[src/rtl/result_scanner.sv]
// result_scanner: snapshots candidate vote counts, converts each to BCD
// and sequences them onto a seven-segment display, then shows the winner.
module result_scanner #(
    parameter int NUM_CAND = 4,
    parameter int CNT_W    = 8,
    parameter int DIGITS   = 3,
    parameter int DWELL    = 16,
    parameter bit LZB      = 1'b0
) (
    input  logic                        c0,
    input  logic                        rst,
    input  logic                        s1,
    input  logic                        s2,
    input  logic [NUM_CAND*CNT_W-1:0]   res_bus,
    output logic [$clog2(NUM_CAND)-1:0] cand_idx,
    output logic [7*DIGITS-1:0]         seg_out,
    output logic                        disp_valid,
    output logic                        winner_phase,
    output logic                        tie,
    output logic                        round_done
);

    localparam int IW    = $clog2(NUM_CAND);
    localparam int BW    = $clog2(CNT_W) + 1;
    localparam int DW    = $clog2(DWELL) + 1;
    localparam int BCD_W = 4 * DIGITS;

    localparam logic [BW-1:0] BIT_LAST  = BW'(CNT_W - 1);
    localparam logic [DW-1:0] DW_LAST   = DW'(DWELL - 1);
    localparam logic [IW-1:0] CAND_LAST = IW'(NUM_CAND - 1);
    localparam logic [7*DIGITS-1:0] SEG_ZERO = {DIGITS{7'b0000001}};

    typedef enum logic [2:0] {
        IDLE,
        SNAP,
        CONV,
        SHOW,
        WIN
    } state_t;

    state_t                    state_q;
    logic [NUM_CAND*CNT_W-1:0] snap_q;
    logic [IW-1:0]             cand_q;
    logic [IW-1:0]             win_q;
    logic [CNT_W-1:0]          max_q;
    logic                      tie_r_q;
    logic [BCD_W-1:0]          bcd_q;
    logic [BCD_W-1:0]          bcd_d;
    logic [BCD_W-1:0]          win_bcd_q;
    logic [BW-1:0]             bit_q;
    logic [DW-1:0]             dwell_q;
    logic [7*DIGITS-1:0]       seg_q;
    logic                      dv_q;
    logic                      wp_q;
    logic                      tie_q;
    logic                      rd_q;

    logic                      mode_ok;
    logic [CNT_W-1:0]          cnt;

    assign mode_ok = !s1 && s2;

    assign cand_idx     = cand_q;
    assign seg_out      = seg_q;
    assign disp_valid   = dv_q;
    assign winner_phase = wp_q;
    assign tie          = tie_q;
    assign round_done   = rd_q;

    function automatic logic [6:0] seg7(input logic [3:0] n);
        logic [6:0] s;
        case (n)
            4'd0:    s = 7'b0000001;
            4'd1:    s = 7'b1001111;
            4'd2:    s = 7'b0010010;
            4'd3:    s = 7'b0000110;
            4'd4:    s = 7'b1001100;
            4'd5:    s = 7'b0100100;
            4'd6:    s = 7'b0100000;
            4'd7:    s = 7'b0001111;
            4'd8:    s = 7'b0000000;
            4'd9:    s = 7'b0000100;
            default: s = 7'b0000001;
        endcase
        return s;
    endfunction

    // Leading zeros blank only above the top nonzero digit; digit 0 always shows.
    function automatic logic [7*DIGITS-1:0] to_seg(input logic [BCD_W-1:0] b);
        logic [7*DIGITS-1:0] s;
        logic                nz;
        s  = '0;
        nz = 1'b0;
        for (int d = DIGITS - 1; d >= 0; d--) begin
            if (b[4*d +: 4] != 4'd0) nz = 1'b1;
            if (LZB && !nz && d != 0) s[7*d +: 7] = 7'b1111111;
            else                      s[7*d +: 7] = seg7(b[4*d +: 4]);
        end
        return s;
    endfunction

    // Count of the candidate currently selected from the snapshot.
    always_comb begin
        cnt = snap_q[int'(cand_q)*CNT_W +: CNT_W];
    end

    // One double-dabble step: add-3 correction, then shift in the next bit MSB first.
    always_comb begin
        bcd_d = bcd_q;
        for (int i = 0; i < DIGITS; i++) begin
            if (bcd_d[4*i +: 4] >= 4'd5) bcd_d[4*i +: 4] = bcd_d[4*i +: 4] + 4'd3;
        end
        bcd_d = {bcd_d[BCD_W-2:0], cnt[CNT_W-1-int'(bit_q)]};
    end

    // Sequencer FSM with registered display outputs and winner tracking.
    always_ff @(posedge c0) begin
        if (rst || !mode_ok) begin
            state_q   <= IDLE;
            snap_q    <= '0;
            cand_q    <= '0;
            win_q     <= '0;
            max_q     <= '0;
            tie_r_q   <= 1'b0;
            bcd_q     <= '0;
            win_bcd_q <= '0;
            bit_q     <= '0;
            dwell_q   <= '0;
            seg_q     <= SEG_ZERO;
            dv_q      <= 1'b0;
            wp_q      <= 1'b0;
            tie_q     <= 1'b0;
            rd_q      <= 1'b0;
        end else begin
            rd_q <= 1'b0;
            unique case (state_q)
                IDLE: begin
                    state_q <= SNAP;
                end
                SNAP: begin
                    snap_q    <= res_bus;
                    cand_q    <= '0;
                    win_q     <= '0;
                    max_q     <= '0;
                    tie_r_q   <= 1'b0;
                    win_bcd_q <= '0;
                    bcd_q     <= '0;
                    bit_q     <= '0;
                    dv_q      <= 1'b0;
                    wp_q      <= 1'b0;
                    tie_q     <= 1'b0;
                    state_q   <= CONV;
                end
                CONV: begin
                    bcd_q <= bcd_d;
                    if (bit_q == BIT_LAST) begin
                        bit_q   <= '0;
                        dwell_q <= '0;
                        state_q <= SHOW;
                    end else begin
                        bit_q <= bit_q + 1'b1;
                    end
                end
                SHOW: begin
                    if (dwell_q == '0) begin
                        seg_q <= to_seg(bcd_q);
                        dv_q  <= 1'b1;
                        if (cnt > max_q) begin
                            max_q     <= cnt;
                            win_q     <= cand_q;
                            win_bcd_q <= bcd_q;
                            tie_r_q   <= 1'b0;
                        end else if (cnt == max_q && cand_q != '0) begin
                            tie_r_q <= 1'b1;
                        end
                    end
                    if (dwell_q == DW_LAST) begin
                        dwell_q <= '0;
                        if (cand_q == CAND_LAST) begin
                            state_q <= WIN;
                        end else begin
                            cand_q  <= cand_q + 1'b1;
                            bcd_q   <= '0;
                            bit_q   <= '0;
                            state_q <= CONV;
                        end
                    end else begin
                        dwell_q <= dwell_q + 1'b1;
                    end
                end
                WIN: begin
                    if (dwell_q == '0) begin
                        cand_q <= win_q;
                        seg_q  <= to_seg(win_bcd_q);
                        wp_q   <= 1'b1;
                        tie_q  <= tie_r_q;
                    end
                    if (dwell_q == DW_LAST) begin
                        dwell_q <= '0;
                        rd_q    <= 1'b1;
                        state_q <= SNAP;
                    end else begin
                        dwell_q <= dwell_q + 1'b1;
                    end
                end
                default: begin
                    state_q <= IDLE;
                end
            endcase
        end
    end

endmodule
[config.mk]
export PLATFORM = sky130hd
export DESIGN_NAME = result_scanner
export DESIGN_NICKNAME = d
export VERILOG_FILES = /design/src/rtl/result_scanner.sv
export SDC_FILE = /design/constraint.sdc
export NUM_CORES = 1
export LEC_CHECK = 0
export ABC_AREA = 1
export CAP_MARGIN = 30
export CORE_MARGIN = 2
export CORE_UTILIZATION = 37
export CTS_BUF_LIST = sky130_fd_sc_hd__clkbuf_16
export DETAILED_ROUTE_END_ITERATION = 16
export SYNTH_ARGS = -nofsm -noshare
export SYNTH_HDL_FRONTEND = slang
export SYNTH_SLANG_ARGS = --single-unit
[constraint.sdc]
create_clock -name c0 -period 3.5 [get_ports c0]
set_clock_uncertainty 0.2 [all_clocks]
set_input_delay 0.35 -clock c0 [delete_from_list [all_inputs] [get_ports c0]]
set_output_delay 0.35 -clock c0 [all_outputs]
set_load 0.05 [all_outputs]
==> results of run 1 <==
==> final timing paths <==
path	start	endpoint	slack, ps	cells after the start
worst max-delay path	cand_idx[0]	register	300	25
worst min-delay path	snap_q[1]	snap_q[1]	250	2
worst max register to register	cand_idx[0]	register	300	25
worst min register to register	snap_q[1]	snap_q[1]	250	2
==> what timing repair did <==
item                                    CTS  global route
endpoints found under the hold margin     0             0
endpoints found under the setup margin    0            18
resized for setup                         0            13
setup buffers                             0             1
==> power by group through the flow <==
stage          Sequential [mW]  Combinational [mW]  Clock [mW]
5_1_grt                   1.70               0.195        1.98
4_1_cts                   1.70               0.172        1.90
2_1_floorplan             1.74              0.0943           0
3_3_place_gp              1.74               0.171           0
6_report                  1.70               0.175        1.87
3_5_place_dp              1.74               0.171           0
==> metal layers <==
layer,track usage,part of all wire,up-vias
li1,-,-,3305
met1,0.242,0.49,2820
met2,0.290,0.45,102
met3,0.0386,0.035,26
met4,0.0610,0.020,0
met5,0,0,-
==> layout make-up <==
cell class | instances | share of cell area
inverter | 116 | 0.0500
tap | 260 | 0.0371
clock inverter | 15 | 0.0204
clock buffer | 17 | 0.0485
timing repair buffer | 90 | 0.0955
multi-input combinational | 665 | 0.410
sequential | 148 | 0.338
==> cell families after synthesis <==
kind of cell             Yosys count
XOR/XNOR                           2
AND/OR/NAND/NOR                  420
flip-flops                       148
buffers and inverters            156
AO/OA/AOI/OAI                    194
adder cells (fa/ha/maj)           49
==> worst reg2reg max path, stage by stage, from the launching register on <==
cell and delay, ps:
sky130_fd_sc_hd__dfxtp_4 380, sky130_fd_sc_hd__inv_1 60, sky130_fd_sc_hd__buf_4 160, sky130_fd_sc_hd__nand2_1 60, sky130_fd_sc_hd__nand2_1 50, sky130_fd_sc_hd__nand2_1 50
sky130_fd_sc_hd__o21ai_1 100, sky130_fd_sc_hd__ha_1 320, sky130_fd_sc_hd__a21oi_1 170, sky130_fd_sc_hd__nor2_1 50, sky130_fd_sc_hd__nor2_1 110, sky130_fd_sc_hd__nand2_1 80
sky130_fd_sc_hd__nand2_2 110, sky130_fd_sc_hd__nand2_4 110, sky130_fd_sc_hd__nand2_8 120, sky130_fd_sc_hd__nand2_1 50, sky130_fd_sc_hd__nand2_1 80, sky130_fd_sc_hd__inv_1 80
sky130_fd_sc_hd__nor2_1 180, sky130_fd_sc_hd__inv_1 120, sky130_fd_sc_hd__ha_1 210, sky130_fd_sc_hd__inv_1 50, sky130_fd_sc_hd__nand4_1 80, sky130_fd_sc_hd__nand2_1 80
sky130_fd_sc_hd__nand2_1 50, sky130_fd_sc_hd__nand2_1 40
==> metrics by stage <==
stage | util | instances | setup WS (ps) | cell area [um^2] | hold slack (ps)
after floorplan | - | 969 | 12.9 | 7150 | 220
after global placement | 0.431 | 1278 | 141 | 8120 | 231
after detailed placement | 0.431 | 1278 | 49.2 | 8120 | 233
after CTS | 0.463 | 1310 | 30.8 | 8720 | 243
after global routing | 0.466 | 1311 | 0.541 | 8770 | 265
final | 0.466 | 1311 | 298 | 8770 | 246
==> cells in the final DEF, fill, tap and decap left out, types with 5 or more instances in the layout <==
| cell | instances |
|---|---|
| sky130_fd_sc_hd__nor3_1 | 8 |
| sky130_fd_sc_hd__nand4_1 | 16 |
| sky130_fd_sc_hd__a211oi_1 | 8 |
| sky130_fd_sc_hd__nand2_1 | 243 |
| sky130_fd_sc_hd__nor2_2 | 5 |
| sky130_fd_sc_hd__a31oi_1 | 20 |
| sky130_fd_sc_hd__o21ai_0 | 62 |
| sky130_fd_sc_hd__dfxtp_1 | 147 |
| sky130_fd_sc_hd__clkdlybuf4s50_1 | 62 |
| sky130_fd_sc_hd__nor2_1 | 54 |
| sky130_fd_sc_hd__nand2_4 | 5 |
| sky130_fd_sc_hd__a21oi_1 | 78 |
| sky130_fd_sc_hd__ha_1 | 49 |
| sky130_fd_sc_hd__inv_2 | 13 |
| sky130_fd_sc_hd__buf_4 | 27 |
| sky130_fd_sc_hd__inv_1 | 101 |
| sky130_fd_sc_hd__clkbuf_16 | 17 |
| sky130_fd_sc_hd__nand3_2 | 7 |
| sky130_fd_sc_hd__o21ai_1 | 8 |
| sky130_fd_sc_hd__nand3_1 | 65 |
==> results, run 1 <==
- The flow ran to the end, and the final reports show no timing, DRC or antenna violations.
- The detail route stage leaves a number of antenna-violating nets equal to 0.
- The overall routing resource usage is 0.181.
- The number of unique standard cell types used by synthesis is 39.
- Along the worst path, the maximum fanout reaches 8.
- The sequential cell area fraction in the yosys report is 0.415.
- For this configuration, the core starts out at a cell density of 0.379.
- The most area-hungry cell type in the Yosys netlist is sky130_fd_sc_hd__dfxtp_1.
- The number of enable flip-flop cells after synthesis is 0.
- The transition time at the pin with the least slew margin is 711 ps.
- The die covers 0.0204 mm^2.
- By instance count, the leading cell after synthesis is sky130_fd_sc_hd__nand2_1.
- Before antenna repair, the detailed router went through 4 iterations.
- The number of buffers and inverters on the critical path is 5.
- Counting stages on the worst path, the most repeated cell is sky130_fd_sc_hd__nand2_1.
- The net switching power is 852 uW.
- The initial antenna violation count came to 0.
- The number of cells produced by synthesis is 969.
- Counting every net in the synthesized netlist gives 1054.
- The vertical die dimension is 143 um.
- Setup repair after global routing left no endpoint under its margin.
- The final count of hold timing violations is 0.
- The path type of the worst setup path is register to register.
- Compared with the post-synthesis result, the final layout area differs by 22.8%.
- The critical path required time is 3670 ps.
- Of the post-synthesis cell area, the part taken by muxes is 0.
- Of the total power, the share spent switching nets is 0.228.
- For this run, design rule violations remaining after detail routing come to 0.
- The longest clock path from root to sink contains 2 buffers.
- The sink count of the clock tree is 148.
- Summing all multi-input logic gate instances after layout gives 0.00360 mm^2.
- Summed over all cells, the static leakage comes to 3.71 nW.
- The clock root buffer is sky130_fd_sc_hd__clkbuf_16.
- By area, the combinational part of the netlist is dominated by simple AND/OR/NAND/NOR gates.
- Buffers placed on the I/O ports in this run total 62.
- Measured along the x axis, the die boundary spans 143 um.
- The repair_antennas step left the layout with diodes totalling 0.
- The mean routed wirelength per cell is 13.3 um.
- The number of filler cells placed in the layout is 1875.
- The share of the synthesized area in compound gates (AO/OA/AOI/OAI) is 0.151.
- The clock input transition at the sequential cells of the worst setup and hold paths is 70 ps.
- The cell type of the slowest stage on the worst timing path is sky130_fd_sc_hd__dfxtp_4.
- In the routed layout, each cell is associated on average with a via count of 4.77.
- The cell row count is 50.
- After routing, the total negative slack on setup checks comes to 0 ps.
- For this block, the routed nets add up to 17.4 mm of wire.
- The number of violations reported at the end of detailed-routing iteration 0 is 330.
- Total power for the finished layout comes to 3.74 mW.
- Of the total power, combinational logic draws 0.047.
- The average size of a mapped cell is 7.37 um^2.
- The tool flagged a number of max-cap violations equal to 0.
- The proportion of netlist area held by the largest area contributor is 0.415.
- Buffers inserted during clock tree synthesis total 17.
- For this design the ratio of total power to cell area is 427 mW/mm^2.
- Summed over all layers, the global routing overflow is 0.
- The summed instance area of the synthesized netlist is 0.00714 mm^2.
- After layout, the minimum clock period comes to 3200 ps.
- The count of yosys warnings during synthesis is 0.
- Synthesis inferred 148 register bits.
- The startpoint type of the worst setup path is a register.
- At the later pin of the worst-skew pair, clock insertion delay measures 430 ps.
- The floorplan core area is 0.0188 mm^2.
- The most used flip-flop cell after synthesis is sky130_fd_sc_hd__dfxtp_1.
- Dividing the final minimum period by the clock period gives 0.915.
- Of the cells placed in the final design, the portion with a size suffix greater than 1 is 0.104.
- On the critical path the largest part of the delay comes from simple AND/OR/NAND/NOR gates.
- The worst-case vdd ir drop is 0.331 mV.
- Cell internal power was estimated by the tool at 2.89 mW.
- The CTS tree is built.
- Entering global routing, the biggest net connects 50 pins.
- The commonest cells after synthesis are sky130_fd_sc_hd__nand2_1 (244), sky130_fd_sc_hd__dfxtp_1 (148), sky130_fd_sc_hd__inv_1 (100).
- Detailed placement finished with a half-perimeter wire length of 12.5 mm.
- STA classifies the critical path endpoint as a register.
- For this run, the post-layout net count is 1123.
- The data arrival time of the worst path is 3370 ps.
- The number of I/O pins is 63.
- Of all flip-flops after synthesis, the portion carrying an async set or reset was 0.
- Headroom to the max-slew limit came out at 0.524.
- Of the total synthesized cell area, the portion taken by full adders, half adders and majority gates is 0.0858.
- The final route contains 6253 vias.
- The count of final setup violators is 0.
- The level count of the clock H-tree is 4.
- Routability-driven placement finished with a final weighted congestion of 0.860.
- Of the total synthesized cell area, the portion taken by XOR and XNOR cells is 0.00245.
- The sequential cell area in the final layout is 0.00297 mm^2.
- The register share of total power is 0.454.
- Of the total synthesized cell area, the portion taken by AND, OR, NAND and NOR gates is 0.260.
- The cts-stage hold buffer count is 0.
- For this run, the slowest stage of the critical path takes 380 ps.
- Yosys attributes the largest share of cell area to sky130_fd_sc_hd__dfxtp_1 (41%), sky130_fd_sc_hd__nand2_1 (13%), sky130_fd_sc_hd__ha_1 (8.6%).
- The class of the tightest hold or removal check is register to register.
- The number of global-route vias before repair is 6101.
- The global-route wire length before repair is 29.6 mm.
- Of the total power, the clock network draws 0.500.
- The total count of max-transition violations in the final report came to 0.
- Static timing analysis puts the maximum clock frequency at 0.312 GHz.
Power figures use the tool's default switching activity.
==> run 2, diff against run 1 <==
CTS_BUF_LIST = sky130_fd_sc_hd__clkbuf_8   (was sky130_fd_sc_hd__clkbuf_16)
MAX_ROUTING_LAYER = met4   (was default)
==> run 2 against run 1 <==
Net effect: final area is 2.3% lower; non-clock buffer count is 1 lower; clock-buffer cell count is 1 higher; sequential share of layout area grew 0.79 points; combinational power is essentially flat; largest power group is now registers.
==> results, run 2 (synthesis results as in run 1) <==
- The flow ran to the end, and the final reports show no timing, DRC or antenna violations.
- The critical path required time is 3690 ps (+20 ps).
- The number of routed nets with antenna violations is 0 (unchanged).
- The shortest clock period the worst path allows after layout is 3220 ps (+21.7 ps).
- The largest net degree at the start of global routing is 50 (unchanged).
- The worst path buffer plus inverter count is 6 (+1).
- The final count of hold timing violations is 0 (unchanged).
- The number of global-route vias before repair was 6034 (-1.1%).
- The internal portion of total power came to 2.50 mW (-14%).
- The via count of the routed design is 6231 (-0.35%).
- The cell area after layout is 0.00857 mm^2 (-2.3%).
- The worst hold slack is 248 ps (+1.69 ps).
- The fraction of met1 tracks used by global routing is 0.244 (+0.00129).
- The worst-case vdd ir drop is 0.241 mV (-27%).
- The fraction of power consumed by the clock network is 0.431 (-0.069).
- The kind of cell adding the most delay to the critical path is simple AND/OR/NAND/NOR gates.
- The net switching power is 788 uW (-7.5%).
- Setup repair after global routing could not meet its margin everywhere.
- By startpoint and endpoint, the worst setup path is classified as register to register.
- The endpoint type of the worst setup path is a register.
- The clock root buffer is sky130_fd_sc_hd__clkbuf_8.
- The layout net count is 1122 (-0.089%).
- The final worst slack is 276 ps (-21.7 ps).
- The layout overhead on the synthesized area is 20.0%.
- In this run the most critical hold path is launched from snap_q[1].
- The residual DRC count is 0 (unchanged).
- The effective utilization at floorplan is 0.379 (unchanged).
- The transition time at the pin with the least slew margin is 724 ps (+12.5 ps).
- The half-perimeter wire length after detailed placement came to 12.5 mm (unchanged).
- The class of the tightest hold or removal check is register to register.
- The static power due to leakage is 3.63 nW (-2.4%).
- The switching share of power was 0.240 (+0.0125).
- The register share of total power was 0.516 (+0.062).
- The initial antenna violation count is 0 (unchanged).
- The sink count of the clock tree was 148 (unchanged).
- The number of buffers created by CTS came to 17 (unchanged).
- The global-route layer with the greatest usage is met2.
- The sequential cell area in the final layout is 0.00297 mm^2 (unchanged).
- The total power consumption of the routed design is 3.28 mW (-12%).
- The worst register-to-register path begins at cand_idx[0].
- The max-capacitance violation count was 0 (unchanged).
- The total die area is 0.0204 mm^2 (unchanged).
- The met3 track utilization from global routing was 0.0386 (unchanged).
- The cell repeated most along the worst path is sky130_fd_sc_hd__nand2_1.
- The routability congestion estimate is 0.873 (+1.6%).
- The worst reg2reg path depth is 24 (-4.0%).
- The number of I/O pins was 63 (unchanged).
- The post-placement setup slack was 49.2 ps (unchanged).
- The critical-path maximum fanout came to 13 (+5).
- The vertical die dimension was 143 um (unchanged).
- The CTS tree is built.
- The relative slew slack was 0.516 (-0.00839).
- The fraction of final layout cells with drive strength greater than 1 is 0.104 (about the same).
- The level count of the clock H-tree is 4 (unchanged).
- The worst stage delay on the critical path is 390 ps (about the same).
- The cell row count came to 50 (unchanged).
- The mean number of vias per cell came to 4.76 (-0.28%).
- The aggregate global routing overflow came to 0 (unchanged).
- The die extent in x was 143 um (unchanged).
- The worst setup path is launched from a register.
- The mean routed wirelength per cell is 13.1 um (-0.86%).
- The library cell used most frequently in the layout, excluding fill and tap cells, is sky130_fd_sc_hd__nand2_1.
- The maximum root-to-sink buffer count came to 2 (unchanged).
- The most critical setup path has its startpoint at cand_idx[0].
- The number of violations reported at the end of detailed-routing iteration 0 is 307 (-7.0%).
- The number of filler cells placed in the layout is 1884 (+0.48%).
- In the layout the commonest cells are sky130_fd_sc_hd__nand2_1 (243), sky130_fd_sc_hd__dfxtp_1 (147), sky130_fd_sc_hd__inv_1 (101).
- The clock input transition at the sequential cells of the worst setup and hold paths was 90 ps (+20 ps).
- The number of stages on the worst hold path came to 2 (unchanged).
- The floorplan core area was 0.0188 mm^2 (unchanged).
- The total count of max-transition violations in the final report is 0 (unchanged).
- The global-route wire length before repair is 29.3 mm (-0.84%).
- The number of input and output port buffers inserted is 62 (unchanged).
- The routed wire length is 17.2 mm (-0.93%).
- The cts-stage hold buffer count is 0 (unchanged).
- The clock insertion delay at the later pin of the skew report is 450 ps (+20 ps).
- The routing usage on met2 is 0.285 (-0.00478).
- The number of iterations in the first detailed-routing pass was 6 (+2).
- The overall routing resource usage is 0.184 (+0.00295).
- The data arrival time of the worst path came to 3410 ps (+40 ps).
- For hold timing, the worst endpoint is snap_q[1].
- The worst-case register-to-register setup slack was 280 ps (-20 ps).
- The ratio of total power to cell area is 383 mW/mm^2 (-10%).
- The instance area after placement is 0.00812 mm^2 (unchanged).
- The count of inserted antenna diode cells was 0 (unchanged).
- The slowest stage of the critical path belongs to the cell sky130_fd_sc_hd__dfxtp_4.
- The footprint of the multi-input gates is 0.00359 mm^2 (-0.21%).
- The share of total power in combinational logic came to 0.053 (+0.006).
- The fmax is 0.310 GHz (-0.67%).
- The count of final setup violators is 0 (unchanged).
- The critical path goes through inv_1, buf_4, nand2_1, nand3_1, nand2_1, inv_1, ha_1, nand2_1, nor2_2, nand4_1, nand2_2, nand2_4, nand2_8, nand2_1, nand2_1, inv_1, nor2_1, inv_1, ha_1, inv_1, nand4_1, nand2_1, nand2_1, nand2_1.
- The share of the clock period used by the worst path is 0.921 (+0.00619).
- The total negative slack is 0 ps (unchanged).
==> run 2: cell type report <==
type                            count  share of cell area
Clock buffer                       18              0.0289
Sequential cell                   148               0.346
Timing Repair Buffer               89              0.0965
Tap cell                          260              0.0379
Clock inverter                     14              0.0204
Inverter                          116              0.0512
Multi-Input combinational cell    665               0.419
==> run 2: worst register-to-register path: cells and delay by family (launching register included) <==
family,cells,cell delay [ps]
AND/OR/NAND/NOR,16,1550
buffers and inverters,6,520
adder cells (fa/ha/maj),2,510
flip-flops,1,390
==> run 2: layer usage <==
metal,vias up,share of wire
li1,3297,-
met1,2824,0.50
met2,90,0.44
met3,20,0.035
met4,0,0.018
met5,-,0
==> run 2: power by group through the flow <==
stage	sequential [mW]	combinational, mW	clock [mW]
3_5_place_dp	1.74	0.171	0
2_1_floorplan	1.74	0.0943	0
4_1_cts	1.70	0.171	1.44
5_1_grt	1.70	0.193	1.52
3_3_place_gp	1.74	0.171	0
6_report	1.70	0.173	1.42
==> run 2: worst max-delay path by stage <==
stage                          end  slack (ps)  depth (start not counted)
after floorplan           register          10                         21
after global placement    register         140                         20
after detailed placement  register          50                         20
after CTS                 register          30                         22
after global routing      register         -30                         24
final                     register         280                         24
==> run 2: what timing repair did <==
action,in CTS,in global routing
hold endpoints to repair,0,0
buffers inserted,0,0
gates resized for setup,0,11
setup endpoints to repair,0,18
==> run 2: through the flow <==
step                       util  instances
after global routing      0.455       1310
final                     0.455       1310
after CTS                 0.454       1310
after detailed placement  0.431       1278
after floorplan               -        969
after global placement    0.431       1278
==> run 3, diff against run 2 <==
clock period = 3.74 ns   (was 3.5 ns; I/O delays follow)
==> run 3 against run 2 <==
Net effect: sequential power decreased by 6%; clock-buffer cell count unchanged; fmax decreased by 3.3%; power decreased by 7.2%.
==> results, run 3 (synthesis results as in run 1) <==
- The residual DRC count came to 0 (unchanged).
- The data arrival time of the worst path is 3540 ps (+130 ps).
- The worst-case vdd ir drop came to 0.210 mV (-13%).
- The met3 track utilization from global routing was 0.0352 (-0.00335).
- The die extent in x is 143 um (unchanged).
- The initial antenna violation count is 0 (unchanged).
- The global-route layer with the greatest usage is met2.
- The layout net count is 1111 (-0.98%).
- In the layout the commonest cells are sky130_fd_sc_hd__nand2_1 (244), sky130_fd_sc_hd__dfxtp_1 (148), sky130_fd_sc_hd__inv_1 (101).
- The shortest clock period the worst path allows after layout is 3330 ps (+111 ps).
- The clock input transition at the sequential cells of the worst setup and hold paths was 90 ps (about the same).
- The max-capacitance violation count is 0 (unchanged).
- The worst reg2reg path depth is 26 (+8.3%).
- The net switching power is 766 uW (-2.9%).
- The relative slew slack was 0.544 (+0.0284).
- The layout overhead on the synthesized area is 18.7%.
- The number of filler cells placed in the layout was 1910 (+1.4%).
- The worst setup path is launched from a register.
- The critical path required time is 3950 ps (+260 ps).
- The internal portion of total power is 2.28 mW (-8.6%).
- The sink count of the clock tree was 148 (unchanged).
- The cell type of the slowest stage on the worst timing path is sky130_fd_sc_hd__dfxtp_1.
- The level count of the clock H-tree is 4 (unchanged).
- The transition time at the pin with the least slew margin is 682 ps (-41.9 ps).
- The library cell used most frequently in the layout, excluding fill and tap cells, is sky130_fd_sc_hd__nand2_1.
- The total count of max-transition violations in the final report is 0 (unchanged).
- The path type of the worst setup path is register to register.
- The fraction of met1 tracks used by global routing is 0.239 (-0.00433).
- The number of iterations in the first detailed-routing pass is 5 (-1).
- The half-perimeter wire length after detailed placement came to 12.0 mm (-4.6%).
- The maximum root-to-sink buffer count is 2 (unchanged).
- The mean number of vias per cell was 4.78 (+0.54%).
- The largest net degree at the start of global routing is 70 (+40%).
- The number of violations reported at the end of detailed-routing iteration 0 came to 287 (-6.5%).
- The clock insertion delay at the later pin of the skew report came to 460 ps (about the same).
- The fraction of power consumed by the clock network is 0.427 (-0.004).
- The routability congestion estimate is 0.870 (-0.45%).
- The instance area after placement is 0.00805 mm^2 (-0.88%).
- The routed wire length is 17.1 mm (-0.60%).
- The worst hold path terminates at snap_q[0].
- The worst-case register-to-register setup slack is 410 ps (+130 ps).
- The launch instance of the worst min-delay path is snap_q[0].
- The cell repeated most along the worst path is sky130_fd_sc_hd__nand2_1.
- The cell area after layout is 0.00848 mm^2 (-1.1%).
- The share of total power in combinational logic is 0.052 (about the same).
- The total negative slack is 0 ps (unchanged).
- The count of inserted antenna diode cells was 0 (unchanged).
- The fraction of final layout cells with drive strength greater than 1 is 0.0914 (-0.0124).
- The register share of total power came to 0.521 (+0.005).
- The number of routed nets with antenna violations was 0 (unchanged).
- The number of I/O pins came to 63 (unchanged).
- The CTS tree is built.
- The mean routed wirelength per cell came to 13.2 um (+0.24%).
- The static power due to leakage is 3.57 nW (-1.5%).
- Setup repair after global routing left no endpoint under its margin.
- The effective utilization at floorplan is 0.379 (unchanged).
- The worst path buffer plus inverter count is 5 (-1).
- The global-route wire length before repair is 29.3 mm (-0.24%).
- The number of buffers created by CTS was 17 (unchanged).
- The critical-path maximum fanout is 13 (unchanged).
- The switching share of power was 0.251 (+0.0113).
- The final count of hold timing violations is 0 (unchanged).
- The share of the core filled with cells is 0.450 (-0.00518).
- The number of global-route vias before repair was 6045 (+0.18%).
- The floorplan core area came to 0.0188 mm^2 (unchanged).
- The class of the tightest hold or removal check is register to register.
- The vertical die dimension is 143 um (unchanged).
- The ratio of total power to cell area is 359 mW/mm^2 (-6.2%).
- The routing usage on met2 is 0.289 (+0.00327).
- The worst stage delay on the critical path is 320 ps (-70 ps).
- The cell row count is 50 (unchanged).
- The overall routing resource usage is 0.183 (-0.000629).
- The share of the clock period used by the worst path is 0.892 (-0.0295).
- The startpoint of the worst register-to-register path is cand_idx[0].
- The via count of the routed design is 6212 (-0.30%).
- The run finished with clean final reports.
- The clock root buffer is sky130_fd_sc_hd__clkbuf_8.
- The kind of cell adding the most delay to the critical path is simple AND/OR/NAND/NOR gates.
- STA classifies the critical path endpoint as a register.
- The number of cells on the critical path was 26 (+8.3%).
- The number of input and output port buffers inserted is 62 (unchanged).
- The fmax was 0.300 GHz (-3.3%).
- The aggregate global routing overflow is 0 (unchanged).
- The total die area is 0.0204 mm^2 (unchanged).
- The count of final setup violators came to 0 (unchanged).
- The number of stages on the worst hold path is 2 (unchanged).
[run 3: metal layers]
metal,vias to the layer above,wire [um],share of wire
met5,-,0,0
met4,0,227,0.013
met3,19,507,0.030
met2,97,7730,0.45
met1,2831,8650,0.51
li1,3265,-,-
[run 3: worst max path at each step]
stage	from	slack [ps]	to
after floorplan	cand_idx[0]	170	register
after global placement	cand_idx[0]	440	register
after detailed placement	cand_idx[0]	310	register
after CTS	cand_idx[0]	280	register
after global routing	cand_idx[0]	30	register
final	cand_idx[0]	410	register
[run 3: timing repair]
action,in CTS,in global routing
hold buffers,0,0
setup endpoints to repair,0,4
gates resized for setup,0,5
buffers inserted,0,0
endpoints found under the hold margin,0,0
[run 3: final cells by class]
type                            instances  area (um^2)  area share
Clock buffer                           18          248      0.0292
Clock inverter                         14          165      0.0195
Inverter                              116          439      0.0518
Multi-Input combinational cell        665         3580       0.423
Sequential cell                       148         2960       0.350
Tap cell                              260          325      0.0384
Timing Repair Buffer                   78          753      0.0889
[run 3: worst register-to-register path, stage by stage, from the launching register on]
cell	delay [ps]
sky130_fd_sc_hd__dfxtp_1	320
sky130_fd_sc_hd__inv_1	170
sky130_fd_sc_hd__buf_4	180
sky130_fd_sc_hd__a21oi_1	60
sky130_fd_sc_hd__o21ai_0	80
sky130_fd_sc_hd__nand2_1	140
sky130_fd_sc_hd__ha_1	320
sky130_fd_sc_hd__nand2_1	70
sky130_fd_sc_hd__nand2_1	40
sky130_fd_sc_hd__nand2_1	50
sky130_fd_sc_hd__nand2_1	50
sky130_fd_sc_hd__nand2_1	60
sky130_fd_sc_hd__nand2_1	50
sky130_fd_sc_hd__nand2_1	120
sky130_fd_sc_hd__nand2_2	180
sky130_fd_sc_hd__nand2_8	170
sky130_fd_sc_hd__nand2_1	70
sky130_fd_sc_hd__nand2_1	70
sky130_fd_sc_hd__inv_1	70
sky130_fd_sc_hd__nor2_1	180
sky130_fd_sc_hd__inv_1	120
sky130_fd_sc_hd__ha_1	210
sky130_fd_sc_hd__inv_1	50
sky130_fd_sc_hd__nand4_1	80
sky130_fd_sc_hd__nand2_1	80
sky130_fd_sc_hd__nand2_1	40
sky130_fd_sc_hd__nand2_1	50
[run 3: power groups by stage]
stage / Combinational, mW / Sequential, mW / Clock, mW
5_1_grt: 0.175 / 1.59 / 1.40
2_1_floorplan: 0.0883 / 1.63 / 0
3_3_place_gp: 0.155 / 1.62 / 0
6_report: 0.158 / 1.59 / 1.30
3_5_place_dp: 0.157 / 1.62 / 0
4_1_cts: 0.157 / 1.59 / 1.33
[run 3: metrics by stage]
stage | total power, mW | setup WS [ps] | std cells | hold slack (ps)
floorplan | 1.71 | 171 | 969 | 220
global placement | 1.78 | 441 | 1267 | 237
detailed placement | 1.78 | 315 | 1267 | 238
CTS | 3.08 | 278 | 1299 | 252
global route | 3.17 | 33.2 | 1299 | 273
finish | 3.05 | 406 | 1299 | 248
